`config.mk`:
```
export PLATFORM = sky130hd
export DESIGN_NAME = hit_event_detector
export DESIGN_NICKNAME = d
export VERILOG_FILES = /design/src/rtl/hit_pkg.sv /design/src/rtl/hit_channel.sv /design/src/rtl/hit_event_detector.sv
export SDC_FILE = /design/constraint.sdc
export NUM_CORES = 1
export LEC_CHECK = 0
export CORE_AREA = 2 2 77 79
export CTS_CLUSTER_DIAMETER = 40
export DETAILED_ROUTE_END_ITERATION = 12
export DIE_AREA = 0 0 79 81
export GPL_TIMING_DRIVEN = 0
export PLACE_DENSITY_LB_ADDON = 0.25
export SLEW_MARGIN = 20
export SYNTH_ARGS = -nofsm -noshare
export SYNTH_HDL_FRONTEND = slang
export SYNTH_HIERARCHICAL = 1
export SYNTH_SLANG_ARGS = --single-unit
```
`constraint.sdc`:
```
create_clock -name clk -period 3 [get_ports clk]
set_clock_uncertainty 0.15 [all_clocks]
set_input_delay 0.3 -clock clk [delete_from_list [all_inputs] [get_ports clk]]
set_output_delay 0.3 -clock clk [all_outputs]
set_load 0.1 [all_outputs]
```
`src/rtl/hit_pkg.sv`:
```
// Shared types and defaults for the hit event detector.
// Latency: n/a (declarations only).
// Backpressure: n/a (no handshakes in this block).
package hit_pkg;

    // Raster coordinate width.
    localparam int COORD_W_DEF = 11;

    // Cooldown counter width. It must hold the larger of the two cooldowns.
    localparam int CNT_W_DEF = 6;

    // Frames to ignore monster overlaps after a report, while the hit sprite is removed.
    localparam int MONSTER_COOLDOWN_DEF = 2;

    // Frames of player invulnerability after a playerHit.
    localparam int PLAYER_COOLDOWN_DEF = 60;

    // Per-channel detection state.
    typedef enum logic [1:0] {
        IDLE     = 2'd0,
        DETECTED = 2'd1,
        COOLDOWN = 2'd2
    } chan_state_t;

endpackage

```
`src/rtl/hit_channel.sv`:
```
// One overlap channel: latches an overlap and reports it once at the next frame boundary.
// Latency: startOfFrame at cycle N gives hitPulse in cycle N+1. report is the same event one cycle earlier (combinational).
// Backpressure: none. Overlaps during DETECTED or COOLDOWN are dropped, so one frame yields at most one event.
module hit_channel
    import hit_pkg::*;
#(
    parameter int COORD_W         = COORD_W_DEF,
    parameter int CNT_W           = CNT_W_DEF,
    parameter int COOLDOWN_FRAMES = 0,
    parameter bit CAPTURE_EN      = 1'b0
) (
    input  logic               clk,
    input  logic               resetN,
    input  logic               startOfFrame,
    input  logic               enable,
    input  logic               overlap,
    input  logic [COORD_W-1:0] pixelX,
    input  logic [COORD_W-1:0] pixelY,
    output logic               report,
    output logic               hitPulse,
    output logic [COORD_W-1:0] capX,
    output logic [COORD_W-1:0] capY
);

    localparam logic [CNT_W-1:0] COOL_LD = CNT_W'(COOLDOWN_FRAMES);
    localparam logic [CNT_W-1:0] CNT_ONE = CNT_W'(1);

    chan_state_t      state;
    chan_state_t      stateNext;
    logic [CNT_W-1:0] cnt;
    logic [CNT_W-1:0] cntNext;
    logic             pulseNext;
    logic             capLoad;

    // An overlap on the startOfFrame pixel belongs to the new frame. A channel
    // that would be idle in that frame enters DETECTED straight away. A channel
    // still cooling down ignores the overlap.
    always_comb begin
        stateNext = state;
        cntNext   = cnt;
        pulseNext = 1'b0;
        capLoad   = 1'b0;
        if (!enable) begin
            stateNext = IDLE;
            cntNext   = '0;
        end else begin
            case (state)
                IDLE: begin
                    if (overlap) begin
                        stateNext = DETECTED;
                        capLoad   = 1'b1;
                    end
                end
                DETECTED: begin
                    if (startOfFrame) begin
                        pulseNext = 1'b1;
                        cntNext   = COOL_LD;
                        if (COOL_LD != '0) begin
                            stateNext = COOLDOWN;
                        end else if (overlap) begin
                            stateNext = DETECTED;
                            capLoad   = 1'b1;
                        end else begin
                            stateNext = IDLE;
                        end
                    end
                end
                COOLDOWN: begin
                    if (startOfFrame) begin
                        if (cnt > CNT_ONE) begin
                            cntNext = cnt - CNT_ONE;
                        end else begin
                            cntNext = '0;
                            if (overlap) begin
                                stateNext = DETECTED;
                                capLoad   = 1'b1;
                            end else begin
                                stateNext = IDLE;
                            end
                        end
                    end
                end
                default: begin
                    stateNext = IDLE;
                    cntNext   = '0;
                end
            endcase
        end
    end

    // State, cooldown counter and registered event pulse.
    always_ff @(posedge clk or negedge resetN) begin
        if (!resetN) begin
            state    <= IDLE;
            cnt      <= '0;
            hitPulse <= 1'b0;
        end else begin
            state    <= stateNext;
            cnt      <= cntNext;
            hitPulse <= pulseNext;
        end
    end

    // Capture the position of the first overlap of the frame. Only the channel built with CAPTURE_EN captures.
    always_ff @(posedge clk or negedge resetN) begin
        if (!resetN) begin
            capX <= '0;
            capY <= '0;
        end else if (CAPTURE_EN && capLoad) begin
            capX <= pixelX;
            capY <= pixelY;
        end
    end

    assign report = pulseNext;

endmodule

```
`src/rtl/hit_event_detector.sv`:
```
// Turns missile/monster and bomb/player draw overlaps into one event pulse per frame boundary, and reports where the first monster hit was.
// Latency: startOfFrame at cycle N gives monsterHit/playerHit and the updated hitX/hitY in cycle N+1.
// Backpressure: none. There is no event queue, so repeated overlaps within a frame collapse into one pulse.
module hit_event_detector
    import hit_pkg::*;
#(
    parameter int COORD_W                 = COORD_W_DEF,
    parameter int MONSTER_COOLDOWN_FRAMES = MONSTER_COOLDOWN_DEF,
    parameter int PLAYER_COOLDOWN_FRAMES  = PLAYER_COOLDOWN_DEF,
    parameter int CNT_W                   = CNT_W_DEF
) (
    input  logic               clk,
    input  logic               resetN,
    input  logic               startOfFrame,
    input  logic               enable,
    input  logic [COORD_W-1:0] pixelX,
    input  logic [COORD_W-1:0] pixelY,
    input  logic               missileDR,
    input  logic               monstersDR,
    input  logic               bombDR,
    input  logic               playerDR,
    output logic               monsterHit,
    output logic               playerHit,
    output logic [COORD_W-1:0] hitX,
    output logic [COORD_W-1:0] hitY
);

    logic               monsterOverlap;
    logic               playerOverlap;
    logic               monsterReport;
    logic [COORD_W-1:0] monsterCapX;
    logic [COORD_W-1:0] monsterCapY;
    logic               playerReport;
    logic [COORD_W-1:0] playerCapX;
    logic [COORD_W-1:0] playerCapY;
    logic               unusedPlayer;

    assign monsterOverlap = missileDR & monstersDR;
    assign playerOverlap  = bombDR & playerDR;

    hit_channel #(
        .COORD_W        (COORD_W),
        .CNT_W          (CNT_W),
        .COOLDOWN_FRAMES(MONSTER_COOLDOWN_FRAMES),
        .CAPTURE_EN     (1'b1)
    ) monsterChannel (
        .clk         (clk),
        .resetN      (resetN),
        .startOfFrame(startOfFrame),
        .enable      (enable),
        .overlap     (monsterOverlap),
        .pixelX      (pixelX),
        .pixelY      (pixelY),
        .report      (monsterReport),
        .hitPulse    (monsterHit),
        .capX        (monsterCapX),
        .capY        (monsterCapY)
    );

    hit_channel #(
        .COORD_W        (COORD_W),
        .CNT_W          (CNT_W),
        .COOLDOWN_FRAMES(PLAYER_COOLDOWN_FRAMES),
        .CAPTURE_EN     (1'b0)
    ) playerChannel (
        .clk         (clk),
        .resetN      (resetN),
        .startOfFrame(startOfFrame),
        .enable      (enable),
        .overlap     (playerOverlap),
        .pixelX      (pixelX),
        .pixelY      (pixelY),
        .report      (playerReport),
        .hitPulse    (playerHit),
        .capX        (playerCapX),
        .capY        (playerCapY)
    );

    // The player channel has no coordinate path. Its report strobe and capture outputs are deliberately left unused.
    assign unusedPlayer = ^{playerReport, playerCapX, playerCapY};

    // Publish the captured coordinates on the same edge that raises monsterHit. They hold until the next report.
    always_ff @(posedge clk or negedge resetN) begin
        if (!resetN) begin
            hitX <= '0;
            hitY <= '0;
        end else if (monsterReport) begin
            hitX <= monsterCapX;
            hitY <= monsterCapY;
        end
    end

endmodule

```
# == Word-level counts from Yosys, hierarchy flattened ==
# Index checks and enable logic that the tools add are counted.
# word_totals
ff_bits,62
in_bits,30
# classes
addsub,2
magnitude_cmp,2
eq_ne,14
mux,33
bitwise,2
n_reduce_logical,6
# op_table
cell,count
6-bit two-way mux,8
6-bit case mux with 3 select lines,2
2-bit two-way mux,9
"3-bit inequality test, second input constant",6
"6-bit by 1-bit greater-than comparator with 1-bit output, second input constant",2
2-bit case mux with 3 select lines,2
"6-bit by 1-bit subtractor with 6-bit output, second input constant",2
1-bit two-way mux,11
4-bit AND reduction,2
"3-bit by 2-bit inequality test with 1-bit output, second input constant",2
3-bit AND reduction,2
"2-bit by 1-bit equality test with 1-bit output, second input constant",2
"2-bit equality test, second input constant",2
2-bit logical NOT,2
"2-bit inequality test, second input constant",2
1-bit bitwise AND,2
1-bit case mux with 2 select lines,1

# == Depth between registers and ports, before layout ==
# depth
depth_word,6
depth_mapped,7
mapped_depth_nobuf,6

# == Modules after synthesis ==
# The synthesis kept the hierarchy.
# modules_own_cells
module,instances,cells_per_inst,area_per_inst_um2,seq_area_each_um2
hit_channel at monsterChannel,1,114,1457.6,775.7
hit_event_detector,1,48,833.3,550.5
hit_channel at playerChannel,1,84,782.0,225.2

# == Worst setup path before layout ==
# OpenSTA, ideal clock, no wires.
# synth_timing
path_type,flip-flop to flip-flop
start,reg monsterChannel.state[0]
end,reg monsterChannel.cnt[5]
t_arrival_ps,1833
required_time_ps,2777
slack_ps,944
stages_incl_launch_ff,8
path_buffers,1
synth_period_minus_slack_ps,2056
path_cell_list,dfrtp_1 inv_1 ha_1 or3_4 and3_4 buf_6 or3_4 a21oi_2
# synth_between
elab_chain_cells,3
# synth_rtl
item,line,source
"start, declared",hit_channel.sv:28,chan_state_t state;
"start signal, assigned",hit_channel.sv:98,state <= stateNext;
"2-bit equality test, or another cell as far along",hit_channel.sv:47,case (state)
"3-bit inequality test (no line), or another cell as far along",--,
3-bit AND reduction (no line) / 6-bit two-way mux (equally long branches),--,
"end signal, assigned",hit_channel.sv:99,cnt <= cntNext;
"end, declared",hit_channel.sv:30,logic [CNT_W-1:0] cnt;
# Several ways; a longest one is shown, not always the timed one.
# A chain may end at the register's enable or synchronous reset.

# == Worst setup path after layout ==
# layout_timing
start,in enable
end,reg hitX[6]
# layout_between
elab_chain_cells,1
# layout_rtl
item,line,source
"start, declared",hit_event_detector.sv:15,"input logic enable,"
1-bit two-way mux,hit_channel.sv:43,if (!enable) begin
named net monsterReport,hit_event_detector.sv:30,logic monsterReport;
"end signal, assigned",hit_event_detector.sv:88,hitX <= monsterCapX;
"end, declared",hit_event_detector.sv:24,"output logic [COORD_W-1:0] hitX,"
# The timed path passes the listed nets, and every way through them passes these cells.

==> run metrics <==
RD Place Congestion=0.801; Least-Margin Pin Slew=0.987 ns; LEAKAGE=1.72 nW; post_cts resized=0; Post-Route Utilization=66.1%; initial antenna violation count=0; required time worst endpoint=approximately 3 ns; WS Path Type=in -> reg; Slew Limit Fails=0; Worst Path Buf+Inv=3; CTS HTree Levels=3; clock tree from TritonCTS=yes; # Post-CTS Setup Buffers=0; Power Total=about 0.0043 W; Hold Slack=0.149 ns; CTS buffer count=9; max_slew headroom=34.0%; sequential cell area=between 1500 and 2000 µm²; hpwl dp=3.67 mm; Worst Setup End Kind=flip-flop; Cell Chain, Critical Path=clkdlybuf4s50_1 > clkbuf_1 > nand2_1 > nor2_1 > buf_6 > mux2_2; CP max stage cell=clkdlybuf4s50_1; routed via count=around 1900; Top Ports=54; final WL=5.17 mm; pin count of the biggest net entering global routing=60; Max Cap Violations=0; net count after synthesis=about 270; status=finished clean; Synth Warn #=50; pre-CTS setup slack=0.249 ns; setup violators final=0; Syn Area/Cell=about 13 µm²; CTS Buffer Depth=2; antenna viol nets, final=0; Nets=around 330; clock latency at the later pin of the worst-skew pair=0.34 ns; WP data arrival=roughly 2.5 ns; CP Launch Type=input port; Starting DRT DRC Count=86; Clk Tree Root Cell=clkbuf_8; maximum fanout along the worst path=10; worst vdd ir=0.00112 V; Core ar.=5680 µm²; Multi-input gate area=1250 µm²; share of layout cells above drive strength 1=about a quarter; clock-pin slew on the worst setup and hold paths=0.07 ns; fin crit share=79.3%; ANT cells=0; Final Hold Violating Endpoints=0; aggregate global-route resource usage=17.9%; area delta synth->final=29.3%; worst hold path type=in -> async; width of the die=79 µm; gr ovfl total=0; final worst slack=0.620 ns; fin area=3750 µm²; post-synthesis cell count=between 200 and 250; CP peak stage delay=between 0.6 and 0.7 ns; RSZ-0062 raised after global routing=false; vias per cell=5.18; mapped cell area=2900 µm²; Remaining DRCs=0; count of TritonRoute iterations in the first routing pass=4; FP Rows=28; Filler Cell Count=roughly 460; wire per inst=between 10 and 15 µm; die area=approximately 6400 µm²; Initial Util=51.2%; Sink Count=62; dpl cell area=3550 µm²; first-pass GRT wire length=~8.7 mm; Min Clock Period, post-route=2.38 ns; family with the most delay on the worst path=buffers and inverters; max frequency=0.420 GHz; number of global-route vias before repair=~1900; Vert. Die Dim=81 µm; # port buffers=53; Power Dens Cells=1150 nW/µm²
==> power by group <==
group / total, W / switching (W) / internal [W]
Sequential: 0.00136 / 0.000186 / 0.00118
Clock: 0.000701 / 0.000321 / 0.000380
Combinational: 0.00224 / 0.00151 / 0.000726
==> cell usage in the layout, fill, tap and decap left out, drive strengths merged, types with 2 or more instances in the layout <==
cell type and n:
nand2 7, clkdlybuf4s50 52, mux2i 2, nor4 3, o41ai 3, ha 13, a31oi 2, clkinvlp 3
xnor2 2, or4 2, dfrtp 62, o31ai 3, and2 5, a21oi 8, a21o 2, nor2b 3
o21bai 3, clkinv 2, nor3 3, a211o 3, mux2 44, o21ai 6, a32o 2, inv 13
nor2 5, or3 5, and2b 2, and3 2, clkbuf 11, buf 7
==> stage by stage <==
step                TNS, ns  std cells
finish                    0        369
global route              0        369
CTS                       0        369
detailed placement        0        352
global placement     -29.45        351
floorplan                 0        223
==> worst paths after layout <==
check / from / endpoint / slack (ns) / cells after the start
setup / recovery: enable / hitX[6] / 0.62 / 6
hold / removal: resetN / playerChannel/cnt[2] / 0.15 / 2
setup reg to reg: monsterChannel/state[0] / monsterChannel/cnt[5] / 0.82 / 7
hold reg to reg: monsterChannel/capY[0] / monsterChannel/capY[0] / 0.34 / 1
max in group asynchronous: resetN / monsterChannel/capX[2] / 2.10 / 3
min in group clk: monsterChannel/capY[0] / monsterChannel/capY[0] / 0.34 / 1
==> sequential cells by signal, summed over array words and instances, names as in the netlist <==
| name | count |
|---|---|
| playerChannel/cnt | 6 |
| monsterChannel/capX | 11 |
| hitX | 11 |
| monsterChannel/state | 2 |
| playerChannel/hitPulse | 1 |
| playerChannel/state | 2 |
| monsterChannel/hitPulse | 1 |
| hitY | 11 |
| monsterChannel/cnt | 6 |
| monsterChannel/capY | 11 |
==> layer usage <==
metal | GRT usage, % | wire length (µm)
met4 | 7.76 | 65
met3 | 6.00 | 216
met2 | 27.0 | 2470
met1 | 23.6 | 2420
met5 | 0 | 0
==> worst reg2reg max path, cell delays in order (launching register included) <==
cell	delay [ns]
dfrtp_1	0.39
inv_1	0.08
ha_1	0.28
or3_4	0.42
and3_4	0.18
buf_6	0.13
or3_4	0.36
a21oi_2	0.13
==> timing repair <==
item                                    CTS  global route
hold endpoints to repair                 62             0
hold buffers                              1             0
endpoints found under the setup margin    0             0
==> final cells by class <==
type / instances / area share [%]
clock inverter: 6 / 1.67
inverter: 13 / 1.30
multi-input combinational: 142 / 33.3
tap: 75 / 2.50
sequential: 62 / 41.3
clock buffer: 10 / 3.40
timing repair buffer: 55 / 15.1
buffer: 6 / 1.40
(Power assumes the default switching activity.)
